**config.mk**
```make
export PLATFORM = sky130hd
export DESIGN_NAME = picorv32_pcpi_div
export DESIGN_NICKNAME = d
export VERILOG_FILES = /design/src/rtl/picorv32_pcpi_div.sv
export SDC_FILE = /design/constraint.sdc
export NUM_CORES = 1
export LEC_CHECK = 0
export CAP_MARGIN = 20
export CELL_PAD_IN_SITES_DETAIL_PLACEMENT = 1
export CELL_PAD_IN_SITES_GLOBAL_PLACEMENT = 1
export CORE_ASPECT_RATIO = 1.75
export CORE_MARGIN = 2
export CORE_UTILIZATION = 40
export CTS_BUF_LIST = sky130_fd_sc_hd__clkbuf_2 sky130_fd_sc_hd__clkbuf_4 sky130_fd_sc_hd__clkbuf_8
export DETAILED_ROUTE_END_ITERATION = 16
export PLACE_DENSITY = 0.87
export SYNTH_ARGS = -nofsm -noshare
export SYNTH_HDL_FRONTEND = slang
export SYNTH_SLANG_ARGS = --single-unit
```
**constraint.sdc**
```tcl
create_clock -name clk -period 3.2 [get_ports clk]
set_input_delay 0.64 -clock clk [delete_from_list [all_inputs] [get_ports clk]]
set_output_delay 0.64 -clock clk [all_outputs]
set_load 0.01 [all_outputs]
```
**src/rtl/picorv32_pcpi_div.sv**
```systemverilog
// Iterative RV32M divider (DIV/DIVU/REM/REMU) on the PCPI bus, one restoring step per cycle.
// Optional macro PCPI_DIV_FASTZERO_EN: a zero divisor bypasses the iteration and completes immediately.
module picorv32_pcpi_div #(
  parameter int ENABLE_REM = 1
) (
  input  logic        clk,
  input  logic        resetn,
  input  logic        pcpi_valid,
  input  logic [31:0] pcpi_insn,
  input  logic [31:0] pcpi_rs1,
  input  logic [31:0] pcpi_rs2,
  output logic        pcpi_wr,
  output logic [31:0] pcpi_rd,
  output logic        pcpi_wait,
  output logic        pcpi_ready
);

  typedef enum logic [1:0] {IDLE, BUSY, DONE} state_t;

  state_t      state_q, state_d;
  logic [4:0]  count_q, count_d;
  logic [31:0] divisor_q, divisor_d;
  logic [63:0] rem_q, rem_d;
  logic [31:0] quo_q, quo_d;
  logic        is_rem_q, is_rem_d;
  logic        neg_q, neg_d;
  logic        zero_q, zero_d;
  logic        ready_q, ready_d;
  logic        wr_q, wr_d;
  logic        wait_q, wait_d;
  logic [31:0] rd_q, rd_d;

  logic        insn_match;
  logic        signed_op;
  logic        s1, s2;
  logic [31:0] mag1, mag2;
  logic        step_ge;
  logic [31:0] step_hi;
  logic [31:0] quo_fix, rem_fix, result;
  logic        unused_insn_bits;

  assign insn_match = (pcpi_insn[6:0] == 7'b0110011) && (pcpi_insn[31:25] == 7'b0000001) &&
                      pcpi_insn[14] && ((ENABLE_REM != 0) || !pcpi_insn[13]);
  assign unused_insn_bits = ^{pcpi_insn[24:15], pcpi_insn[11:7]};

  assign signed_op = !pcpi_insn[12];
  assign s1   = signed_op & pcpi_rs1[31];
  assign s2   = signed_op & pcpi_rs2[31];
  assign mag1 = s1 ? (~pcpi_rs1 + 32'd1) : pcpi_rs1;
  assign mag2 = s2 ? (~pcpi_rs2 + 32'd1) : pcpi_rs2;

  // Shifted partial remainder is 33 bits wide; a successful subtract always fits back in 32.
  assign step_ge = rem_q[63:31] >= {1'b0, divisor_q};
  assign step_hi = step_ge ? (rem_q[62:31] - divisor_q) : rem_q[62:31];

  assign quo_fix = zero_q ? 32'hFFFF_FFFF : (neg_q ? (~quo_q + 32'd1) : quo_q);
  assign rem_fix = neg_q ? (~rem_q[63:32] + 32'd1) : rem_q[63:32];
  assign result  = is_rem_q ? rem_fix : quo_fix;

  always_comb begin
    state_d   = state_q;
    count_d   = count_q;
    divisor_d = divisor_q;
    rem_d     = rem_q;
    quo_d     = quo_q;
    is_rem_d  = is_rem_q;
    neg_d     = neg_q;
    zero_d    = zero_q;
    wait_d    = wait_q;
    ready_d   = 1'b0;
    wr_d      = 1'b0;
    rd_d      = 32'h0;

    case (state_q)
      IDLE: begin
        wait_d = 1'b0;
        // ready_q still high means the core has not yet seen its result; do not re-accept.
        if (pcpi_valid && insn_match && !ready_q) begin
          divisor_d = mag2;
          rem_d     = {32'h0, mag1};
          quo_d     = 32'h0;
          is_rem_d  = pcpi_insn[13];
          neg_d     = pcpi_insn[13] ? s1 : (s1 ^ s2);
          zero_d    = (pcpi_rs2 == 32'h0);
          count_d   = 5'd0;
          wait_d    = 1'b1;
`ifdef PCPI_DIV_FASTZERO_EN
          if (pcpi_rs2 == 32'h0) begin
            state_d = DONE;
            rem_d   = {mag1, 32'h0};
            quo_d   = 32'hFFFF_FFFF;
          end else begin
            state_d = BUSY;
          end
`else
          state_d = BUSY;
`endif
        end
      end
      BUSY: begin
        if (!pcpi_valid) begin
          state_d = IDLE;
          wait_d  = 1'b0;
        end else begin
          rem_d = {step_hi, rem_q[30:0], 1'b0};
          quo_d = {quo_q[30:0], step_ge};
          if (count_q == 5'd31) begin
            state_d = DONE;
          end else begin
            count_d = count_q + 5'd1;
          end
        end
      end
      DONE: begin
        state_d = IDLE;
        wait_d  = 1'b0;
        if (pcpi_valid) begin
          ready_d = 1'b1;
          wr_d    = 1'b1;
          rd_d    = result;
        end
      end
      default: begin
        state_d = IDLE;
        wait_d  = 1'b0;
      end
    endcase
  end

  always_ff @(posedge clk or negedge resetn) begin
    if (!resetn) begin
      state_q   <= IDLE;
      count_q   <= 5'd0;
      divisor_q <= 32'h0;
      rem_q     <= 64'h0;
      quo_q     <= 32'h0;
      is_rem_q  <= 1'b0;
      neg_q     <= 1'b0;
      zero_q    <= 1'b0;
      ready_q   <= 1'b0;
      wr_q      <= 1'b0;
      wait_q    <= 1'b0;
      rd_q      <= 32'h0;
    end else begin
      state_q   <= state_d;
      count_q   <= count_d;
      divisor_q <= divisor_d;
      rem_q     <= rem_d;
      quo_q     <= quo_d;
      is_rem_q  <= is_rem_d;
      neg_q     <= neg_d;
      zero_q    <= zero_d;
      ready_q   <= ready_d;
      wr_q      <= wr_d;
      wait_q    <= wait_d;
      rd_q      <= rd_d;
    end
  end

  assign pcpi_ready = ready_q;
  assign pcpi_wr    = wr_q;
  assign pcpi_wait  = wait_q;
  assign pcpi_rd    = rd_q;

endmodule

```
==> results.yml, run 1 <==
status:
  status: "complete, but fails checks"
  violations: "setup timing"
placed_design:
  gp_congestion: 0.8535
  portBuffers: 118
  dp_hpwl_mm: 25.93
  dpl-instance-area_mm2: 0.01333
logic_synthesis:
  syn_nets: 1479
  synth_area_mm2: 0.01111
  yosys.area_share.simple: 0.1803
  avgSynthCellArea_um2: 8.287
  seq_area_frac_synth: 0.3873
  synthXorXnorAreaFrac: 0.1135
  synthArstFlopShare: 1.000
  synth_top_area_share: 0.3873
  synthTopCellsByArea: "dfrtp_1 39%, o21ai_0 7.7%, nand2_1 6.9%"
  synth_seq_cells: 172
  synth_edf_count: 0
  syn_inst: 1341
  yosys.area.top_type: "dfrtp_1"
  synth_compound_area_frac: 0.2229
  synthDistinctLibCells: 57
  synth_top_family_by_area: "compound AO/OA/AOI/OAI gates"
  muxShareOfSynthArea: 0.008219
  yosys_warnings: 0
  synth-adder-area-share: 0.04458
  synth-main-ff-cell: "dfrtp_1"
finish:
  area_growth_pct: 25.42
  diodes: 0
  drive_gt1_frac: 0.1166
  mostFrequentLayoutCells: "205 x nand2_1, 172 x dfrtp_1, 171 x o21ai_0"
  final_area_mm2: 0.01394
  final_common_cell: "nand2_1"
  fillers: 3220
  final_util: 0.5101
  nNetsFinal: 1652
cts:
  clk_latency_ns: 0.51
  cts_tree: "done"
  clkSinkCount: 172
  path_clk_slew_ns: 0.09
  cts_buffer_depth: 2
  cts-htree-levels: 4
  cts-buffers-inserted: 17
  cts-root-buf: "clkbuf_8"
global_routing:
  grt_pass1_vias: 11721
  antenna_found_initial: 0
  grt_first_pass_wirelength_mm: 57.62
  grt_util_all_layers: 0.2483
  grt_max_degree: 71
  grt_remaining_overflow: 0
critical_path:
  cp_cell_sequence: "or3_4, or2_4, or4_4, or3_4, or3_4, or3_4, o31ai_4, xor2_1, a221oi_2"
  cpPeakStageDelay_ns: 0.43
  arrival_ns: 3.68
  cp_top_family: "simple AND/OR/NAND/NOR gates"
  cp_common_cell: "or3_4"
  cp_data_required_time_ns: 3.58
  crit_path_start_kind: "register"
  path_buf_inv: 0
  slowest_stage: "or4_4"
  critical_path.max_fanout: 3
  criticalPathCategory: "register to register"
  cp-end-kind: "register"
power:
  power.total_w: 0.004168
  power_leakage_nw: 6.033
  ir_drop_v: 0.0003076
  power_density_mw_per_mm2: 299.0
timing:
  maxSlewHeadroom: 0.3716
  fin_crit_ns: 3.294
  layout_setup_ws_ns: -0.09444
  finalHoldViolCount: 0
  finalMaxSlewViolations: 0
  tightest_slew_ns: 0.9403
  setup_viol: 3
  clock_skew_ns: 0.01069
  min_period_over_period: 1.030
  grt_setup_unrepaired: "yes"
  fmax_mhz: 303.5
die:
  initial_core_util: 0.4067
  rows: 80
  dieArea_mm2: 0.02919
  die_h_um: 224.5
  die_w_um: 130
  pin_count: 134
  core_area_mm2: 0.02733
route:
  viasPerCell: 5.668
  routed_wirelength_mm: 34.94
  via_count: 10747
  drc: 0
  routedWlPerCell_um: 18.43
  first_pass_iters: 5
  detail-route-antenna-nets: 0
  drt_iter0_drc: 605
worst_hold_path:
  hp-class: "register to register"
flow_run:
  cap_violations: 0
==> cell usage after synthesis, drive strengths merged, types with 11 or more instances <==
| cell | count |
|---|---|
| dfrtp | 172 |
| xor2 | 81 |
| inv | 54 |
| or3 | 31 |
| a21o | 13 |
| nor2 | 83 |
| ha | 38 |
| xnor2 | 63 |
| a221oi | 26 |
| nor2b | 11 |
| clkbuf | 66 |
| nand2 | 205 |
| nor4 | 17 |
| o21ai | 178 |
| nand3 | 23 |
| o31ai | 29 |
| a21oi | 105 |
| nor3 | 20 |
==> flip-flops by register name, summed over array words and instances (netlist names) <==
register   count
pcpi_wr        1
state_q        2
divisor_q     32
zero_q         1
count_q        5
is_rem_q       1
quo_q         32
neg_q          1
pcpi_rd       32
pcpi_wait      1
rem_q         64
==> cell families (layout without fill, tap and decap cells) <==
| logic type | count (synthesis) | after routing |
|---|---|---|
| fa+ha+maj | 39 | 39 |
| buf+inv | 127 | 313 |
| flops | 172 | 172 |
| xor+xnor | 144 | 144 |
| simple gates | 437 | 437 |
| mux | 9 | 9 |
| compound gates | 413 | 413 |
==> tightest hold or removal path, delay by kind of cell (launching register included) <==
kind	cells	cell delay, ns
AO/OA/AOI/OAI	1	0.06
flip-flops	1	0.35
AND/OR/NAND/NOR	1	0.05
==> final timing paths <==
kind,slack [ns],end,startpoint,cells after the start
worst max-delay path,-0.09,pcpi_rd[31],rem_q[40],9
worst min-delay path,0.49,rem_q[12],rem_q[12],2
worst max register to register,-0.09,pcpi_rd[31],rem_q[40],9
worst min register to register,0.49,rem_q[12],rem_q[12],2
max in group asynchronous,1.77,pcpi_rd[11],resetn,3
min in group asynchronous,0.59,divisor_q[2],resetn,2
==> area by class of cell <==
type | instances | area (um^2) | share of cell area
flip-flops and latches | 172 | 4304 | 0.3088
inverters | 54 | 202.7 | 0.01454
repair buffers | 227 | 2044 | 0.1467
clock buffers | 21 | 282.8 | 0.02029
well taps | 369 | 461.7 | 0.03312
multi-input cells | 1042 | 6509 | 0.4670
clock inverters | 11 | 133.9 | 0.009605
==> metal layers <==
metal  track usage  wire (um)  share of wire  vias to the layer above
met1        0.2742      13380           0.38                     5382
met5             0          0              0                        -
met4        0.1270       1550          0.044                        0
met2        0.4543      19110           0.55                      220
li1              -          -              -                     5063
met3       0.03425        903          0.026                       82
==> where the power goes <==
part           switching (W)  leakage [nW]  total [W]  internal, W
combinational       0.000189          3.47   0.000371     0.000182
clock               0.000850         0.211    0.00162     0.000774
sequential       0.000000761          2.35    0.00217      0.00217
total                0.00104          6.03    0.00417      0.00313
==> stage by stage <==
stage	instances	TNS, ns	setup WS [ns]	hold slack [ns]
after floorplan	1341	0	0.02899	0.3444
after global placement	1861	-0.02816	-0.01522	0.4572
after detailed placement	1861	-1.202	-0.1700	0.4702
after CTS	1895	-0.1407	-0.07665	0.4909
after global routing	1896	-0.4547	-0.1399	0.5204
final	1896	-0.1625	-0.09444	0.4873
==> what timing repair did <==
| item | CTS | global route |
|---|---|---|
| gates resized for setup | 8 | 24 |
| pin swaps | 2 | 7 |
| setup buffers | 1 | 1 |
| hold endpoints to repair | 1 | 0 |
| endpoints found under the setup margin | 32 | 32 |
| hold buffers | 1 | 0 |
Note: power is estimated with default switching activity, not from simulation.
==> inputs of run 2 (changes only) <==
Settings changed: ABC_AREA set to 0, CORE_MARGIN 2 to 4.
==> run 2 against run 1 <==
  * The run still ends with setup timing left
  * Largest power group unchanged
  * Core utilization grew 0.16 points
  * Total power shrank 0.43%
  * Sequential power is essentially flat
  * Sequential share of layout area shrank 0.090 points
  * Clock power is essentially flat
  * Design area grew 0.32%
  * Via count grew 0.60%
==> results.yml, run 2 (same netlist as run 1, synthesis figures left out) <==
route:
  via_count: 10812
  routed_wirelength_mm: 35.56
  detail-route-antenna-nets: 0
  drt_iter0_drc: 604
  first_pass_iters: 5
  routedWlPerCell_um: 18.76
  viasPerCell: 5.703
  drc: 0
timing:
  maxSlewHeadroom: 0.4463
  tightest_slew_ns: 0.8305
  finalMaxSlewViolations: 0
  fmax_mhz: 306.7
  grt_setup_unrepaired: "yes"
  fin_crit_ns: 3.260
  clock_skew_ns: 0.01875
  layout_setup_ws_ns: -0.06048
  setup_viol: 2
  finalHoldViolCount: 0
  final.setup.tns_ns: -0.07200
  min_period_over_period: 1.019
power:
  power_leakage_nw: 6.023
  power_density_mw_per_mm2: 296.8
  ir_drop_v: 0.0002148
  power.total_w: 0.004150
global_routing:
  top_usage_layer: "met2"
  grt_use_met1: 0.2433
  grt_first_pass_wirelength_mm: 56.37
  grt_max_degree: 73
  grt_remaining_overflow: 0
  grt_pass1_vias: 11504
  use_met3: 0.03700
  use_met2: 0.4239
  grt_util_all_layers: 0.2270
  antenna_found_initial: 0
die:
  initial_core_util: 0.4067
  die_w_um: 134
  pin_count: 134
  dieArea_mm2: 0.03062
  rows: 80
  die_h_um: 228.5
  core_area_mm2: 0.02733
critical_path:
  cp-end-kind: "register"
  criticalPathCategory: "register to register"
  cp_data_required_time_ns: 3.62
  critical_path.max_fanout: 3
  reg2reg_slack_ns: -0.06
  arrival_ns: 3.68
  crit_path_start_kind: "register"
placed_design:
  portBuffers: 118
  gp_congestion: 0.8653
  dp_hpwl_mm: 26.37
cts:
  cts-htree-levels: 4
  clkSinkCount: 172
  cts-root-buf: "clkbuf_8"
  cts_buffer_depth: 2
  cts-buffers-inserted: 17
  clk_latency_ns: 0.52
  path_clk_slew_ns: 0.10
  cts_tree: "done"
finish:
  final_common_cell: "nand2_1"
  diodes: 0
  nNetsFinal: 1652
  regMostFlops: "rem_q"
  area_growth_pct: 25.83
  largest_reg_flops: 64
  drive_gt1_frac: 0.1205
  mostFrequentLayoutCells: "205 x nand2_1, 171 x dfrtp_1, 168 x o21ai_0"
status:
  status: "complete, but fails checks"
  violations: "setup timing"
worst_hold_path:
  hp-class: "primary input to asynchronous set/reset pin"
flow_run:
  cap_violations: 0
==> run 2: critical path: stages (launching register included) <==
cell,delay (ns)
dfrtp_1,0.40
or3_4,0.40
or2_4,0.26
or4_4,0.44
or3_4,0.36
or3_4,0.35
or3_4,0.38
o31ai_4,0.18
xor2_1,0.11
a221oi_2,0.29
==> run 2: metrics by stage <==
| stage | setup WS, ns | cells | hold WS [ns] | util | area (um^2) |
|---|---|---|---|---|---|
| floorplan | 0.02899 | 1341 | 0.3444 | - | 11110 |
| global placement | -0.03154 | 1859 | 0.4571 | 0.4882 | 13340 |
| detailed placement | -0.09263 | 1859 | 0.4755 | 0.4882 | 13340 |
| CTS | -0.03779 | 1893 | 0.1637 | 0.5048 | 13790 |
| global route | -0.1265 | 1896 | 0.1710 | 0.5117 | 13980 |
| finish | -0.06048 | 1896 | 0.1314 | 0.5117 | 13980 |
==> run 2: per-layer routing <==
layer	share of wire	up-vias
li1	-	5076
met1	0.38	5396
met2	0.55	241
met3	0.030	99
met4	0.044	0
met5	0	-
==> run 2: timing repair <==
item / CTS / global route
resized for setup: 7 / 33
hold buffers: 0 / 0
pin swaps: 6 / 10
setup buffers: 2 / 3
cloned: 0 / 0
setup endpoints to repair: 7 / 41
==> run 2: worst paths after layout <==
path	cells past startpoint	startpoint	endpoint
setup / recovery	9	rem_q[40]	pcpi_rd[29]
hold / removal	1	resetn	divisor_q[9]
setup reg to reg	9	rem_q[40]	pcpi_rd[29]
hold reg to reg	2	rem_q[16]	rem_q[16]
max in group asynchronous	2	resetn	rem_q[15]
min in group clk	2	rem_q[16]	rem_q[16]
==> run 2: layout make-up <==
type	instances	area [um^2]
multi-input combinational	1042	6544
clock inverter	13	141.4
fill	3226	13340
sequential	172	4305
inverter	54	202.7
timing repair buffer	227	2067
tap	369	461.7
clock buffer	19	261.5
==> run 2: report_power, final <==
part / switching, W / internal, W
Sequential: 0.000000788 / 0.00217
Combinational: 0.000188 / 0.000186
Clock: 0.000866 / 0.000736
Total: 0.00105 / 0.00309
